[src/rtl/issue_queue_ctrl.sv]
// Instruction issue queue between fetch and decode/RS.
// Circular buffer of {instr, pc} entries with a two-state flush controller.
// NORMAL accepts and issues. DRAIN lasts one ready cycle after a flush
// so that a stale fetch still in flight is discarded.
module issue_queue_ctrl #(
  parameter int DEPTH = 8,
  parameter int PTR_W = 3
) (
  input  logic              clk,
  input  logic              rst,
  input  logic              rdy,
  input  logic              IF_success,
  input  logic [31:0]       instr,
  input  logic [31:0]       pc,
  input  logic              stall_RS,
  input  logic              flush,
  output logic              IF_stall,
  output logic              issue_valid,
  output logic [31:0]       issue_instr,
  output logic [31:0]       issue_pc,
  output logic [PTR_W:0]    count,
  output logic              overflow
);

  typedef enum logic {
    NORMAL = 1'b0,
    DRAIN  = 1'b1
  } state_t;

  localparam logic [PTR_W:0]   CNT_FULL = (PTR_W + 1)'(DEPTH);
  localparam logic [PTR_W:0]   CNT_ONE  = (PTR_W + 1)'(1);
  localparam logic [PTR_W-1:0] PTR_ONE  = PTR_W'(1);

  state_t           state, state_next;
  logic [PTR_W-1:0] head, tail;
  logic [31:0]      instr_mem [DEPTH];
  logic [31:0]      pc_mem    [DEPTH];
  logic             full, push, pop;

  // Fullness is evaluated on the pre-edge count.
  // A simultaneous pop therefore never lets a push into a full queue.
  assign full        = (count == CNT_FULL);
  assign IF_stall    = full;
  assign issue_valid = (count != '0) && (state == NORMAL);
  assign issue_instr = instr_mem[head];
  assign issue_pc    = pc_mem[head];

  // Flush has priority over push and pop.
  // DRAIN blocks pushes, and issue_valid is low in DRAIN, which blocks pops.
  assign push = rdy && IF_success && !full && (state == NORMAL) && !flush;
  assign pop  = rdy && issue_valid && !stall_RS && !flush;

  // Next-state logic: flush enters or extends DRAIN; DRAIN otherwise lasts one ready cycle.
  always_comb begin
    // NOTE: assign a default before any branch so every path drives state_next; otherwise a latch is inferred.
    state_next = state;
    if (rdy) begin
      case (state)
        NORMAL:  if (flush)  state_next = DRAIN;
        DRAIN:   if (!flush) state_next = NORMAL;
        default: state_next = NORMAL;
      endcase
    end
  end

  // State register: reset wins regardless of rdy.
  always_ff @(posedge clk) begin
    // NOTE: sequential state uses non-blocking assignments so all registers update together at the edge.
    if (rst) state <= NORMAL;
    else     state <= state_next;
  end

  // Pointers and occupancy: freeze when not ready, clear on flush, otherwise track push/pop.
  always_ff @(posedge clk) begin
    if (rst) begin
      head  <= '0;
      tail  <= '0;
      count <= '0;
    end else if (rdy) begin
      if (flush) begin
        head  <= '0;
        tail  <= '0;
        count <= '0;
      end else begin
        if (push) tail <= tail + PTR_ONE;
        if (pop)  head <= head + PTR_ONE;
        case ({push, pop})
          2'b10:   count <= count + CNT_ONE;
          2'b01:   count <= count - CNT_ONE;
          default: count <= count;
        endcase
      end
    end
  end

  // Sticky overflow: a fetch presented into a full queue is lost; only reset clears the flag.
  always_ff @(posedge clk) begin
    if (rst) overflow <= 1'b0;
    else if (rdy && IF_success && full && (state == NORMAL) && !flush) overflow <= 1'b1;
  end

  // Entry storage: written at the tail on an accepted push.
  always_ff @(posedge clk) begin
    // NOTE: storage is deliberately not reset; the valid range is defined by head/count, so stale words are never issued.
    if (push && !rst) begin
      instr_mem[tail] <= instr;
      pc_mem[tail]    <= pc;
    end
  end

endmodule
[config.mk]
export PLATFORM = sky130hd
export DESIGN_NAME = issue_queue_ctrl
export DESIGN_NICKNAME = d
export VERILOG_FILES = /design/src/rtl/issue_queue_ctrl.sv
export SDC_FILE = /design/constraint.sdc
export NUM_CORES = 1
export LEC_CHECK = 0
export ABC_AREA = 1
export CORE_ASPECT_RATIO = 2
export CORE_MARGIN = 1.5
export CORE_UTILIZATION = 40
export CTS_CLUSTER_SIZE = 40
export DETAILED_ROUTE_END_ITERATION = 10
export GPL_TIMING_DRIVEN = 0
export SETUP_SLACK_MARGIN = 0.05
export SYNTH_ARGS = -nofsm -noshare
export SYNTH_HDL_FRONTEND = slang
export SYNTH_SLANG_ARGS = --single-unit
[constraint.sdc]
create_clock -name clk -period 16.2 [get_ports clk]
set_input_delay 2.43 -clock clk [delete_from_list [all_inputs] [get_ports clk]]
set_output_delay 2.43 -clock clk [all_outputs]
set_load 0.01 [all_outputs]
==> metrics.yaml <==
final_layout:
  syn_to_final_growth_pct: 21.34
  nNetsFinal: 1875
  final_core_util_pct: 49.14
  instances_no_fill: 2490
  layout_common_cells: "512 x edfxtp_1, 399 x nor2_1, 221 x nand2_1"
  post-route-cell-area_um2: 24960
  final_common_cell: "edfxtp_1"
  layout-drive-gt1-share_pct: 9.591
  nFillCells: 4344
run:
  cap_violations: 0
detailed_routing:
  wl_per_cell_um: 22.35
  drt_iter0_drc: 1108
  first_pass_iters: 5
  antenna_left: 0
  vias: 13630
  drcViolationCount: 0
  drt-total-wl_mm: 55.65
  viasPerCell: 5.474
synthesis:
  yosysSeqAreaShare_pct: 76.20
  synth.distinct_cells: 23
  ys_ff_latch: 527
  syn_avg_cell_area_um2: 13.17
  syn_inst: 1562
  yosys_warnings: 0
  syn_nets: 1637
  syn_area_um2: 20570
floorplan:
  num_io_pins: 141
  fp.coreArea_um2: 50800
  rows: 117
  dieArea_um2: 52880
  initial_core_util_pct: 40.50
  fp.dieW_um: 163.4
  die_y_um: 323.7
sta:
  drv_slew: 0
  fmax_mhz: 174.3
  finalHoldViolCount: 0
  hold_ws_ns: 0.4886
  rsz0062_at_grt: "no"
  maxSlewHeadroom_pct: 33.60
  fin_crit_ns: 5.736
  finalCritPeriodShare_pct: 35.41
  fin_ws_ns: 10.46
  skew_ns: 0.01625
  worstMarginPinSlew_ns: 0.9906
  tns_ns: 0
  finalSetupViolations: 0
clock_tree:
  path_clk_slew_ns: 0.07
  post_cts_buffers: 0
  postCtsResizedCells: 0
  hold_buffers: 0
  clockBufferDepth: 3
  cts_tree: "yes"
  clkSinkCount: 527
  cts-buffers-inserted: 45
  clk_latency_ns: 0.56
  cts_max_level: 2
  root_buffer: "clkbuf_16"
power_and_ir_drop:
  power_density_nw_per_um2: 106.8
  design_power_total_mw: 2.665
  ir_drop_mv: 0.07165
  p_leak_nw: 8.456
grt:
  grtUsageMet3_pct: 3.030
  grt_pass1_vias: 14040
  met2_usage_pct: 39.50
  antenna_found_initial: 5
  grtUsageTotal_pct: 21.17
  grt_max_degree: 27
  grt_busiest_layer: "met2"
  use_met1_pct: 24.34
  grt_overflow: 0
  grt_first_pass_wirelength_mm: 82.89
worst_setup_path:
  r2r-start: "count[0]"
  worstSetupPathType: "flop to output port"
  start_kind: "flop"
  cp-end-kind: "output port"
  path_max_fanout: 10
  arrival_ns: 3.31
  critPathRequiredTime_ns: 13.77
min_path:
  hold_class: "flop to flop"
  hold_path.startpoint: "overflow"
placement:
  place_congestion: 0.7813
  post-dp-hpwl_mm: 38.42
  dp_slack_ns: 10.39
  dp_cells: 2407
  portBuffers: 140
  dpl-instance-area_um2: 23480
outcome:
  status: "finished, final reports clean"
## critical path, stage by stage (launching register included)
cell	delay (ns)
dfxtp_1	0.39
clkbuf_1	0.59
clkbuf_1	0.53
o21ai_0	0.22
o32ai_1	0.19
nand2_1	0.08
nand2_1	0.18
clkdlybuf4s50_1	0.56
## synth_stat cells (all sizes together)
library cell | n | share of area (%)
edfxtp | 512 | 75
nor2 | 401 | 7.3
nand2 | 221 | 4.0
o21ai | 132 | 3.2
o32ai | 128 | 5.4
clkbuf | 52 | 0.95
buf | 45 | 1.3
inv | 21 | 0.38
dfxtp | 15 | 1.5
a21oi | 10 | 0.24
nor3 | 7 | 0.17
nand3 | 6 | 0.15
ha | 4 | 0.24
nand4 | 3 | 0.091
o31ai | 2 | 0.073
a31oi | 1 | 0.030
fa | 1 | 0.097
xor2 | 1 | 0.043
## metal layers
metal,part of all wire [%],vias to the layer above,wire (um)
li1,-,6177,-
met1,38,6879,21030
met2,54,472,30070
met3,5.4,94,3021
met4,2.6,8,1467
met5,0.097,-,54
## kinds of logic after synthesis
group,share of synthesized area (%)
and+or+nand+nor,11.76
DFF,76.20
AOI/OAI and AO/OA,9.008
buffers and inverters,2.652
adders and majority gates,0.3406
xor gates and xnor gates,0.04258
## cell type report
type / instances / area, um2 / area share, %
flip-flops and latches: 527 / 15680 / 62.80
multi-input cells: 917 / 4395 / 17.61
repair buffers: 191 / 2049 / 8.211
clock buffers: 53 / 1250 / 5.008
well taps: 654 / 818.3 / 3.278
plain buffers: 97 / 466.7 / 1.870
clock inverters: 29 / 225.2 / 0.9023
inverters: 21 / 78.83 / 0.3158
diodes: 1 / 2.502 / 0.01003
## sequential cells by signal, summed over array words and instances, names as in the netlist, named ones only
signal	cells
state	1
tail	3
overflow	1
instr_mem	256
head	3
count	4
pc_mem	256
## worst paths after layout
check	cells after the start	end	slack, ns
worst max-delay path	7	issue_pc[1]	10.46
worst min-delay path	2	overflow	0.49
worst max register to register	13	instr_mem[0][5]	12.95
worst min register to register	2	overflow	0.49
## power breakdown
part | switching [mW] | internal, mW
combinational | 0.0443 | 0.0320
sequential | 0.00167 | 1.50
clock | 0.488 | 0.602
total | 0.534 | 2.13
Note: power is estimated with default switching activity, not from simulation.
